==> config.mk <==
export PLATFORM = sky130hd
export DESIGN_NAME = mem_access_stage
export DESIGN_NICKNAME = d
export VERILOG_FILES = /design/src/rtl/mem_stage_pkg.sv /design/src/rtl/mem_lane_align.sv /design/src/rtl/mem_access_stage.sv
export SDC_FILE = /design/constraint.sdc
export NUM_CORES = 1
export LEC_CHECK = 0
export CORE_ASPECT_RATIO = 1.5
export CORE_MARGIN = 3
export CORE_UTILIZATION = 44
export DETAILED_ROUTE_END_ITERATION = 8
export PLACE_DENSITY = 0.8
export SLEW_MARGIN = 20
export SYNTH_ARGS = -nofsm -noshare
export SYNTH_HDL_FRONTEND = slang
export SYNTH_SLANG_ARGS = --single-unit
==> constraint.sdc <==
create_clock -name clk -period 9.4 [get_ports clk]
set_input_delay 2.35 -clock clk [delete_from_list [all_inputs] [get_ports clk]]
set_output_delay 2.35 -clock clk [all_outputs]
set_load 0.03 [all_outputs]
==> src/rtl/mem_stage_pkg.sv <==
`default_nettype none
// ============================================================================
//  Module  : mem_stage_pkg
//  Brief   : Shared constants and types for the MEM pipeline stage.
//  Rev     : 1.0  initial release
// ============================================================================
package mem_stage_pkg;

  localparam int LANE_W    = 8;
  localparam int NUM_LANES = 4;
  localparam int DATA_W    = LANE_W * NUM_LANES;

  localparam logic [1:0] SZ_WORD    = 2'b00;
  localparam logic [1:0] SZ_HALF    = 2'b01;
  localparam logic [1:0] SZ_BYTE    = 2'b10;
  localparam logic [1:0] SZ_ILLEGAL = 2'b11;

  typedef enum logic [0:0] {
    ST_IDLE = 1'b0,
    ST_WAIT = 1'b1
  } state_e;

  // MEM/WB bundle as seen by the write-back stage (valid kept separately)
  typedef struct packed {
    logic [DATA_W-1:0] fromplw;
    logic [1:0]        lastsize;
    logic              signlw;
    logic [DATA_W-1:0] paddans;
    logic              memtoreg;
    logic [DATA_W-1:0] alinkpc;
    logic              linksig;
    logic              regwrite;
    logic [4:0]        writereg;
    logic              fault;
  } wb_bundle_t;

endpackage
`default_nettype wire

==> src/rtl/mem_lane_align.sv <==
`default_nettype none
// ============================================================================
//  Module  : mem_lane_align
//  Brief   : Combinational lane logic: alignment fault, byte enables,
//            store-lane replication and load right-alignment.
//  Rev     : 1.0  initial release
// ============================================================================
module mem_lane_align
  import mem_stage_pkg::*;
(
  input  logic [1:0]           req_off_i,
  input  logic [1:0]           size_i,
  input  logic [DATA_W-1:0]    st_data_i,
  input  logic [1:0]           ld_off_i,
  input  logic [DATA_W-1:0]    ld_rdata_i,
  output logic                 fault_o,
  output logic [NUM_LANES-1:0] be_o,
  output logic [DATA_W-1:0]    wdata_o,
  output logic [DATA_W-1:0]    ld_data_o
);

  // Decode size/offset into fault, lane enables and replicated store data
  always_comb begin
    fault_o = 1'b0;
    be_o    = '0;
    wdata_o = st_data_i;
    case (size_i)
      SZ_WORD: begin
        fault_o = (req_off_i != 2'b00);
        be_o    = 4'b1111;
        wdata_o = st_data_i;
      end
      SZ_HALF: begin
        fault_o = req_off_i[0];
        be_o    = req_off_i[1] ? 4'b1100 : 4'b0011;
        wdata_o = {2{st_data_i[15:0]}};
      end
      SZ_BYTE: begin
        be_o    = 4'b0001 << req_off_i;
        wdata_o = {4{st_data_i[7:0]}};
      end
      default: begin
        fault_o = 1'b1;
      end
    endcase
  end

  // Loaded word shifted so the addressed byte lands in lane 0
  assign ld_data_o = ld_rdata_i >> {ld_off_i, 3'b000};

endmodule
`default_nettype wire

==> src/rtl/mem_access_stage.sv <==
`default_nettype none
// ============================================================================
//  Module  : mem_access_stage
//  Brief   : MEM pipeline stage: issues loads/stores over a req/ack bus,
//            stalls upstream while in flight, registers the MEM/WB bundle.
//  Rev     : 1.0  initial release
// ============================================================================
module mem_access_stage
  import mem_stage_pkg::*;
#(
  parameter int TIMEOUT_CYCLES = 16
) (
  input  logic        clk,
  input  logic        rst,
  input  logic        MEM_invalid,
  input  logic [31:0] MEM_inaddANS,
  input  logic [31:0] MEM_instoredata,
  input  logic        MEM_inMEMREAD,
  input  logic        MEM_inMEMWRITE,
  input  logic [1:0]  MEM_inSIZE,
  input  logic        MEM_insignLW,
  input  logic        MEM_inMEMTOREG,
  input  logic        MEM_inREGWRITE,
  input  logic [4:0]  MEM_inWRITEREG,
  input  logic [31:0] MEM_inALINKPC,
  input  logic        MEM_inLINKSIG,
  output logic        MEM_outSTALL,
  output logic        dmem_req,
  output logic        dmem_we,
  output logic [31:0] dmem_addr,
  output logic [3:0]  dmem_be,
  output logic [31:0] dmem_wdata,
  input  logic [31:0] dmem_rdata,
  input  logic        dmem_ack,
  output logic        WB_outvalid,
  output logic [31:0] WB_outfromplw,
  output logic [1:0]  WB_outLASTSIZE,
  output logic        WB_outsignLW,
  output logic [31:0] WB_outpaddANS,
  output logic        WB_outpMEMTOREG,
  output logic [31:0] WB_outALINKPC,
  output logic        WB_outLINKSIG,
  output logic        WB_outREGWRITE,
  output logic [4:0]  WB_outWRITEREG,
  output logic        WB_outFAULT
);

  localparam int                CNT_W   = $clog2(TIMEOUT_CYCLES);
  localparam logic [CNT_W-1:0] CNT_LAST = CNT_W'(TIMEOUT_CYCLES - 1);

  state_e           state_q, state_d;
  logic [CNT_W-1:0] cnt_q, cnt_d;
  logic [31:0]      addr_q, addr_d;
  logic [3:0]       be_q, be_d;
  logic [31:0]      wdata_q, wdata_d;
  logic             we_q, we_d;
  logic             rd_q, rd_d;
  logic             regwr_q, regwr_d;
  wb_bundle_t       wb_q, wb_d;
  logic             wb_valid_q, wb_valid_d;

  logic             w_fault, w_memop, w_stall;
  logic [3:0]       w_be;
  logic [31:0]      w_wdata, w_ld_data;
  wb_bundle_t       w_in;

  mem_lane_align u_align (
    .req_off_i  (MEM_inaddANS[1:0]),
    .size_i     (MEM_inSIZE),
    .st_data_i  (MEM_instoredata),
    .ld_off_i   (addr_q[1:0]),
    .ld_rdata_i (dmem_rdata),
    .fault_o    (w_fault),
    .be_o       (w_be),
    .wdata_o    (w_wdata),
    .ld_data_o  (w_ld_data)
  );

  assign w_memop = MEM_inMEMREAD | MEM_inMEMWRITE;

  // Incoming bundle; load data, regwrite and fault are decided per path
  assign w_in = '{fromplw:  '0,
                  lastsize: MEM_inSIZE,
                  signlw:   MEM_insignLW,
                  paddans:  MEM_inaddANS,
                  memtoreg: MEM_inMEMTOREG,
                  alinkpc:  MEM_inALINKPC,
                  linksig:  MEM_inLINKSIG,
                  regwrite: 1'b0,
                  writereg: MEM_inWRITEREG,
                  fault:    1'b0};

  // Next-state, request latch, MEM/WB update and upstream stall
  always_comb begin
    state_d     = state_q;
    cnt_d       = cnt_q;
    addr_d      = addr_q;
    be_d        = be_q;
    wdata_d     = wdata_q;
    we_d        = we_q;
    rd_d        = rd_q;
    regwr_d     = regwr_q;
    wb_d        = wb_q;
    wb_d.regwrite = 1'b0;
    wb_valid_d  = 1'b0;
    w_stall     = 1'b0;
    case (state_q)
      ST_IDLE: begin
        if (MEM_invalid) begin
          wb_d = w_in;
          if (w_memop && w_fault) begin
            // Misaligned/illegal access never reaches the bus
            wb_valid_d = 1'b1;
            wb_d.fault = 1'b1;
          end else if (w_memop) begin
            w_stall = 1'b1;
            addr_d  = MEM_inaddANS;
            be_d    = w_be;
            wdata_d = w_wdata;
            we_d    = MEM_inMEMWRITE;
            rd_d    = MEM_inMEMREAD;
            regwr_d = MEM_inREGWRITE;
            cnt_d   = '0;
            state_d = ST_WAIT;
          end else begin
            wb_valid_d    = 1'b1;
            wb_d.regwrite = MEM_inREGWRITE;
          end
        end
      end
      ST_WAIT: begin
        cnt_d   = cnt_q + 1'b1;
        w_stall = 1'b1;
        if (dmem_ack) begin
          // Ack takes priority over a coincident timeout
          w_stall       = 1'b0;
          wb_valid_d    = 1'b1;
          wb_d.fromplw  = rd_q ? w_ld_data : '0;
          wb_d.regwrite = regwr_q;
          cnt_d         = '0;
          state_d       = ST_IDLE;
        end else if (cnt_q == CNT_LAST) begin
          w_stall    = 1'b0;
          wb_valid_d = 1'b1;
          wb_d.fault = 1'b1;
          cnt_d      = '0;
          state_d    = ST_IDLE;
        end
      end
      default: state_d = ST_IDLE;
    endcase
  end

  // State, request and MEM/WB registers
  always_ff @(posedge clk or posedge rst) begin
    if (rst) begin
      state_q    <= ST_IDLE;
      cnt_q      <= '0;
      addr_q     <= '0;
      be_q       <= '0;
      wdata_q    <= '0;
      we_q       <= 1'b0;
      rd_q       <= 1'b0;
      regwr_q    <= 1'b0;
      wb_q       <= '0;
      wb_valid_q <= 1'b0;
    end else begin
      state_q    <= state_d;
      cnt_q      <= cnt_d;
      addr_q     <= addr_d;
      be_q       <= be_d;
      wdata_q    <= wdata_d;
      we_q       <= we_d;
      rd_q       <= rd_d;
      regwr_q    <= regwr_d;
      wb_q       <= wb_d;
      wb_valid_q <= wb_valid_d;
    end
  end

  assign MEM_outSTALL    = w_stall;
  assign dmem_req        = (state_q == ST_WAIT);
  assign dmem_we         = we_q;
  assign dmem_addr       = {addr_q[31:2], 2'b00};
  assign dmem_be         = be_q;
  assign dmem_wdata      = wdata_q;

  assign WB_outvalid     = wb_valid_q;
  assign WB_outfromplw   = wb_q.fromplw;
  assign WB_outLASTSIZE  = wb_q.lastsize;
  assign WB_outsignLW    = wb_q.signlw;
  assign WB_outpaddANS   = wb_q.paddans;
  assign WB_outpMEMTOREG = wb_q.memtoreg;
  assign WB_outALINKPC   = wb_q.alinkpc;
  assign WB_outLINKSIG   = wb_q.linksig;
  assign WB_outREGWRITE  = wb_q.regwrite;
  assign WB_outWRITEREG  = wb_q.writereg;
  assign WB_outFAULT     = wb_q.fault;

endmodule
`default_nettype wire
### Word level (Yosys, flattened, before mapping)

Cells that the tools add are included.

| word-level totals | value |
|---|---|
| logic and storage cells | 76 |
| register bits | 185 |

| cells by class | value |
|---|---|
| multiplexer cells | 34 |
| reduce and logical (&&, ||, !) cells | 8 |
| bitwise logic cells | 3 |
| shift-type cells | 2 |
| add/subtract/negate cells | 1 |
| equality and inequality tests | 9 |

Operator list:

| kind | count |
|---|---|
| one-hot mux 32 bit (2 select lines) | 2 |
| two-way mux 108 bit | 1 |
| two-way mux 32 bit | 2 |
| right shift 32 x 5 -> 32 bit | 1 |
| two-way mux 4 bit | 6 |
| two-way mux 1 bit | 16 |
| one-hot mux 4 bit (3 select lines) | 1 |
| != test 2 bit (second input constant) | 5 |
| one-hot mux 1 bit (2 select lines) | 4 |
| one-hot mux 4 bit (2 select lines) | 1 |
| AND reduction 3 bit | 2 |
| adder 4 x 1 -> 4 bit (second input constant) | 1 |
| equality test 4 bit (second input constant) | 1 |
| AND reduction 2 bit | 2 |
| AND reduction 4 bit | 1 |
| << shifter 1 x 2 -> 4 bit (first input constant) | 1 |
| one-hot mux 1 bit (3 select lines) | 1 |
| equality test 2 x 1 -> 1 bit (second input constant) | 1 |
| equality test 2 bit (second input constant) | 1 |
| logical NOT 2 bit | 1 |
| != test 2 x 1 -> 1 bit (second input constant) | 1 |
| NOT 1 bit | 2 |
| nonzero test 2 bit | 1 |
| logical AND 1 bit | 1 |
| bitwise OR 1 bit | 1 |

### Longest topological paths before layout

Gate-level depths: netlist (run 1).

| logic depth | value |
|---|---|
| depth in word-level cells | 6 |
| depth in mapped cells | 7 |
| gate-level depth less buffers | 5 |

### Modules after synthesis

From an unflattened synthesis (run 1), not the netlist that was laid out.

| unflattened totals | value |
|---|---|
| cell total of the unflattened synthesis | 770 |
| area, all modules | 8,336.7 um^2 |

Modules (own cells, without submodules):

| module | area an instance (um^2) | seq. area each (um^2) | times used | cells each |
|---|---|---|---|---|
| mem_access_stage | 7,203.2 | 4,629.4 | 1 | 611 |
| mem_lane_align | 1,133.6 | 0.0 | 1 | 159 |

### Worst setup path after synthesis (run 1)

Ideal clock, no wire load.

| timing | value |
|---|---|
| path kind | in2out |
| start | input MEM_inSIZE[0] |
| end | output MEM_outSTALL |
| data required time | 7.050 ns |
| slack | 2.974 ns |
| stages on the path | 6 |
| buffers on the path | 1 |
| data arrival time | 4.076 ns |
| cells stage by stage | inv_1 -> ha_1 -> or2_1 -> a2111oi_4 -> buf_6 -> nand2b_1 |

| between the ends | value |
|---|---|
| word-level cells in the longest chain between the ends | 6 |

RTL lines:

| item | line | RTL |
|---|---|---|
| start, declared | mem_access_stage.sv:20 | `input logic [1:0] MEM_inSIZE,` |
| equality test 2 bit, or another cell as far along | mem_lane_align.sv:27 | `case (size_i)` |
| one-hot mux 1 bit (3 select lines) * | mem_lane_align.sv:27 |  |
| logical AND 1 bit * | mem_access_stage.sv:111 | `if (w_memop && w_fault) begin` |
| two-way mux 1 bit * | mem_access_stage.sv:111 |  |
| two-way mux 1 bit * | mem_access_stage.sv:109 | `if (MEM_invalid) begin` |
| one-hot mux 1 bit (2 select lines) * | mem_access_stage.sv:107 | `case (state_q)` |
| end, declared | mem_access_stage.sv:27 | `output logic MEM_outSTALL,` |

Mark *: on every way between the ends. The rest lies on a longest branch, timed or not.

### Final worst setup path (run 1)

| timing | value |
|---|---|
| start | input MEM_inSIZE[1] |
| end | output MEM_outSTALL |

The elaborated chain is that of the path after synthesis.

==> flow_summary.toml, run 1 <==
[run_status]
status = "finished, final reports clean"

[synthesis]
distinct_cells_synth = 39
synthCells = 763
yosys_warnings = 0
ys_seq_area_share_pct = 54.8
netlist_area_um2 = 8450
synthesis.area_per_instance_um2 = 11.1
post_synth_edffs = 0
synth-async-reset-ratio_pct = 100
yosys_most_used_dff = "dfrtp_1"
ys_seq_elements = 185

[timing]
measured_slew_at_the_worst_slew_check_pin_ns = 0.994
setup-violations-final = 0
timing.setup.tns_ns = 0
timing.final.max_slew_violations = 0
timing.final.crit_share_pct = 76.6
fmax_ghz = 0.139
final_hold_viol_count = 0
final.hold.worst_slack_ns = 0.474
maxSlewHeadroom_pct = 33.8
period_minus_slack_ns = 7.20
clock-skew-final_ns = 0.0154
setup_repair_after_global_routing_missed_its_margin = "false"

[global_routing]
grt_pass1_vias = 6877
grt_overflow_total = 0
grt_antenna_before_repair = 2
global_route_wire_length_before_repair_um = 37500
grt_start_max_net_pins = 117
grt_use_total_pct = 22.5

[worst_setup_path]
worstSetupPathType = "in -> out"
worst_path_largest_cell_delay_ns = 0.70
cp_max_fo = 14
worstPathBufferInverterCount = 3
cp-end-kind = "output port"
worst-path-stages = 7
source_of_the_critical_timing_path = "MEM_inSIZE[1]"
critPathMostFrequentCell = "clkdlybuf4s50_1"
worstPathCellList = "clkdlybuf4s50_1, inv_1, ha_1, or2_1, a2111oi_4, nand2b_1, clkdlybuf4s50_1"
r2r.worst_path.cells = 5
worstSetupStartpointType = "primary input"
reg2reg_from = "dmem_req"
slowest_stage_cell_on_the_critical_path = "clkdlybuf4s50_1"
cp.required_ns = 7.05
worst_path_dominant_cell_family = "buffers and inverters"
critPathArrivalTime_ns = 4.85
r2r_setup_slk_ns = 6.53

[floorplanning]
dieWidth_um = 119
die-height_um = 176
std_cell_rows = 61
initial_standard_cell_utilization_of_the_core_pct = 45.2
ports_placed_on_the_boundary = 325
floorplan.die_area_um2 = 20900
placeable_area_um2 = 18700

[final_layout]
drive_above_1_share_pct = 11.2
final_cell_area_um2 = 12200
area_delta_synth_final_pct = 44.1
num-nets-final = 1181
layout.cells.most_common = "clkdlybuf4s50_1"
leading_cell_types_in_the_layout_fill_and_taps_excluded = "clkdlybuf4s50_1 (322), nand2_1 (237), dfrtp_1 (185)"

[routing]
detail_route.wl_per_cell_um = 18.2
antenna_left = 0
drt_iter0_markers = 436
dr_total_vias = 6499
drt-total-wl_um = 23600
drc = 0
detail_route.vias_per_cell = 5.01
detail_route.first_pass.iterations = 4

[place]
dpl.hpwl_um = 17100
detailed_place.area_um2 = 11600
place.gp.congestion = 0.814
port_buffers = 322

[pwr]
pwr_density_cell_nw_per_um2 = 243
power.total_mw = 2.96
total_leakage_power_nw = 5.58
irDropWorstVdd_mv = 0.146

[worst_hold_path]
worstHoldStart = "WB_outpaddANS[27]"
classification_of_the_worst_slack_hold_path = "reg -> reg"
min_path_cells = 2

[clock_network]
tritoncts_num_sinks = 185
cts_setup_buffers = 0
tritoncts = "yes"
clock_tree.root_cell = "clkbuf_16"
number_of_clock_buffers_inserted_by_tritoncts = 17
post_cts_resize_count = 0
cts_hold_buffers_added = 0
clk-insertion-delay-late_ns = 0.42
ctsLongestPathBuffers = 2
htreeDepth = 4
path_clk_slew_ns = 0.07

[run]
cap_viol_max_count = 0
## path summary, 6_finish.rpt
path | end
max | MEM_outSTALL
min | WB_outpaddANS[27]
max reg2reg | dmem_be[3]
min reg2reg | WB_outpaddANS[27]
max in group asynchronous | WB_outvalid
min in group asynchronous | WB_outpaddANS[19]
## power by group
part           switching [mW]  leakage (nW)  internal [mW]  total (mW)
logic                   0.625          2.98          0.533        1.16
clock network           0.335         0.296          0.386       0.722
registers               0.111          2.31          0.965        1.08
## stage by stage
| step | util [%] | worst slack [ns] | std cells |
|---|---|---|---|
| 2_1_floorplan | - | 2.02 | 764 |
| 3_3_place_gp | 61.9 | 2.24 | 1264 |
| 3_5_place_dp | 61.9 | 2.20 | 1264 |
| 4_1_cts | 65.1 | 2.19 | 1296 |
| 5_1_grt | 65.1 | 2.11 | 1297 |
| 6_report | 65.1 | 2.20 | 1297 |
## cells in the mapped netlist, types with 9 or more instances
master / instances / area share, %
a21oi_1: 15 / 0.89
a22o_1: 24 / 2.5
nand2_1: 237 / 11
inv_1: 14 / 0.62
mux2_4: 69 / 12
buf_4: 32 / 2.8
o2bb2ai_1: 15 / 1.6
nor2_1: 12 / 0.53
mux2i_1: 16 / 1.9
nor2b_1: 12 / 0.89
clkbuf_1: 29 / 1.3
buf_1: 9 / 0.40
o22ai_1: 11 / 0.81
a22oi_1: 9 / 0.80
dfrtp_1: 185 / 55
## routing by layer
metal,wire length (um),GRT usage [%]
met1,9240,26.7
met2,12300,39.3
met3,1220,5.09
met4,841,9.28
met5,11,0
## cell families after synthesis
logic type	synth area share, %
AND/OR/NAND/NOR	13.5
flip-flops	54.8
AO/OA/AOI/OAI	10.3
buffers and inverters	6.40
multiplexers	14.2
adder cells (fa/ha/maj)	0.741
other	0.0444
XOR/XNOR	0.104
## area by class of cell
cell class | count | area, um^2
Fill cell | 1488 | 6530
Multi-Input combinational cell | 484 | 3290
Clock buffer | 18 | 439
Timing Repair Buffer | 329 | 3280
Clock inverter | 14 | 158
Tap cell | 252 | 315
Antenna cell | 1 | 2.50
Sequential cell | 185 | 4630
Inverter | 14 | 60.1
## worst min-delay path, stage by stage (launching register included)
cell,delay [ns]
dfrtp_1,0.34
nand2_1,0.05
nand2_1,0.06
## state kept, by name, summed over array words and instances, names as in the netlist
name             cells
cnt_q                4
addr_q              32
WB_outpaddANS       32
WB_outLINKSIG        1
WB_outvalid          1
WB_outFAULT          1
WB_outALINKPC       32
rd_q                 1
WB_outfromplw       32
dmem_wdata          32
regwr_q              1
WB_outREGWRITE       1
dmem_be              4
WB_outpMEMTOREG      1
dmem_req             1
WB_outLASTSIZE       2
dmem_we              1
WB_outWRITEREG       5
WB_outsignLW         1
No activity file was read; power rests on OpenSTA's default activity.
==> run 2: changes to the inputs <==
==> constraint.sdc (replaced) <==
create_clock -name clk -period 6.8 [get_ports clk]
set_input_delay 1.7 -clock clk [delete_from_list [all_inputs] [get_ports clk]]
set_output_delay 1.7 -clock clk [all_outputs]
set_load 0.03 [all_outputs]
==> flow_summary.toml, run 2 (synthesis results as in run 1) <==
[final_layout]
num-fill-cells = 1466
leading_cell_types_in_the_layout_fill_and_taps_excluded = "clkdlybuf4s50_1 (322), nand2_1 (237), dfrtp_1 (185)"
num-nets-final = 1183
layout.cells.most_common = "clkdlybuf4s50_1"
area_delta_synth_final_pct = 44.6
drive_above_1_share_pct = 11.4
final_cell_area_um2 = 12200

[timing]
maxSlewHeadroom_pct = 34.6
measured_slew_at_the_worst_slew_check_pin_ns = 0.980
fmax_ghz = 0.169
period_minus_slack_ns = 5.92
timing.final.max_slew_violations = 0
timing.setup.tns_ns = 0
timing.final.crit_share_pct = 87.1
setup-violations-final = 0
clock-skew-final_ns = 0.00845
setup_repair_after_global_routing_missed_its_margin = "false"
final_hold_viol_count = 0

[worst_setup_path]
cp.required_ns = 5.10
slowest_stage_cell_on_the_critical_path = "clkdlybuf4s50_1"
worstSetupPathType = "in -> out"
worstSetupStartpointType = "primary input"
worstPathCellList = "clkdlybuf4s50_1, inv_1, ha_1, or2_1, a2111oi_4, nand2b_1, clkdlybuf4s50_1"
critPathMostFrequentCell = "clkdlybuf4s50_1"
cp-end-kind = "output port"
worstPathBufferInverterCount = 3
worst_path_largest_cell_delay_ns = 0.70
worst_path_dominant_cell_family = "buffers and inverters"
critPathArrivalTime_ns = 4.22
cp_max_fo = 14

[global_routing]
grt.met1_usage_pct = 26.8
grt_pass1_vias = 6675
grt_use_total_pct = 22.1
grt_start_max_net_pins = 117
global_route_wire_length_before_repair_um = 36700
globalRoute.busiestLayer = "met2"
grt.met2_usage_pct = 38.5
grt_antenna_before_repair = 1
grt_overflow_total = 0
grt_use_met3_pct = 4.64

[clock_network]
tritoncts_num_sinks = 185
clk-insertion-delay-late_ns = 0.42
tritoncts = "yes"
cts_setup_buffers = 0
ctsLongestPathBuffers = 2
path_clk_slew_ns = 0.07
cts_hold_buffers_added = 0
clock_tree.root_cell = "clkbuf_16"
number_of_clock_buffers_inserted_by_tritoncts = 17
htreeDepth = 4
post_cts_resize_count = 0

[routing]
detail_route.wl_per_cell_um = 18.1
drc = 0
drt-total-wl_um = 23500
detail_route.first_pass.iterations = 4
antenna_left = 0
dr_total_vias = 6438
detail_route.vias_per_cell = 4.96
drt_iter0_markers = 365

[floorplanning]
ports_placed_on_the_boundary = 325
floorplan.die_area_um2 = 20900
die-height_um = 176
initial_standard_cell_utilization_of_the_core_pct = 45.2
placeable_area_um2 = 18700
dieWidth_um = 119
std_cell_rows = 61

[place]
port_buffers = 322
dpl.hpwl_um = 16900
detailed_place.area_um2 = 11600
place.gp.congestion = 0.790

[run_status]
status = "finished, final reports clean"

[worst_hold_path]
classification_of_the_worst_slack_hold_path = "reg -> reg"

[run]
cap_viol_max_count = 0

[pwr]
pwr_density_cell_nw_per_um2 = 337
irDropWorstVdd_mv = 0.225
total_leakage_power_nw = 5.60
[run 2: power by group]
group / internal, mW / switching (mW) / leakage, nW
clock: 0.559 / 0.460 / 0.300
sequential: 1.33 / 0.159 / 2.31
combinational: 0.740 / 0.861 / 2.99
[run 2: final cells by class]
class / instances / area (um^2) / share of cell area (%)
diodes: 1 / 2.50 / 0.0205
clock buffers: 17 / 425 / 3.48
clock inverters: 15 / 183 / 1.50
inverters: 14 / 60.1 / 0.492
multi-input cells: 484 / 3290 / 27.0
flip-flops and latches: 185 / 4630 / 37.9
well taps: 252 / 315 / 2.58
repair buffers: 331 / 3300 / 27.0
[run 2: tightest hold or removal path: stages, from the launching register on]
cell,delay (ns)
dfrtp_1,0.34
nand2_1,0.05
nand2_1,0.05
[run 2: metal layers]
metal / routed length, um / share of wire, %
met1: 9210 / 39
met5: 0 / 0
met3: 1280 / 5.5
met2: 12300 / 52
met4: 718 / 3.0
[run 2: per-stage QoR]
stage | instances | hold slack, ns | worst slack (ns) | power, mW | util [%]
global route | 1299 | 0.498 | 0.764 | 4.29 | 65.3
finish | 1299 | 0.474 | 0.879 | 4.11 | 65.3
detailed placement | 1265 | 0.461 | 0.887 | 3.12 | 61.9
CTS | 1297 | 0.479 | 0.881 | 4.15 | 65.2
floorplan | 764 | 0.471 | 0.0713 | 2.50 | -
global placement | 1265 | 0.457 | 0.907 | 3.09 | 61.9
[run 2: final timing paths]
path / from / end / slack (ns) / depth (start not counted)
min: WB_outALINKPC[7] / WB_outALINKPC[7] / 0.47 / 2
max: MEM_inSIZE[1] / MEM_outSTALL / 0.88 / 7
min in group asynchronous: rst / WB_outpaddANS[21] / 1.83 / 2
min reg2reg: WB_outALINKPC[7] / WB_outALINKPC[7] / 0.47 / 2
max reg2reg: dmem_req / addr_q[3] / 3.96 / 5
max in group asynchronous: rst / addr_q[10] / 3.90 / 3
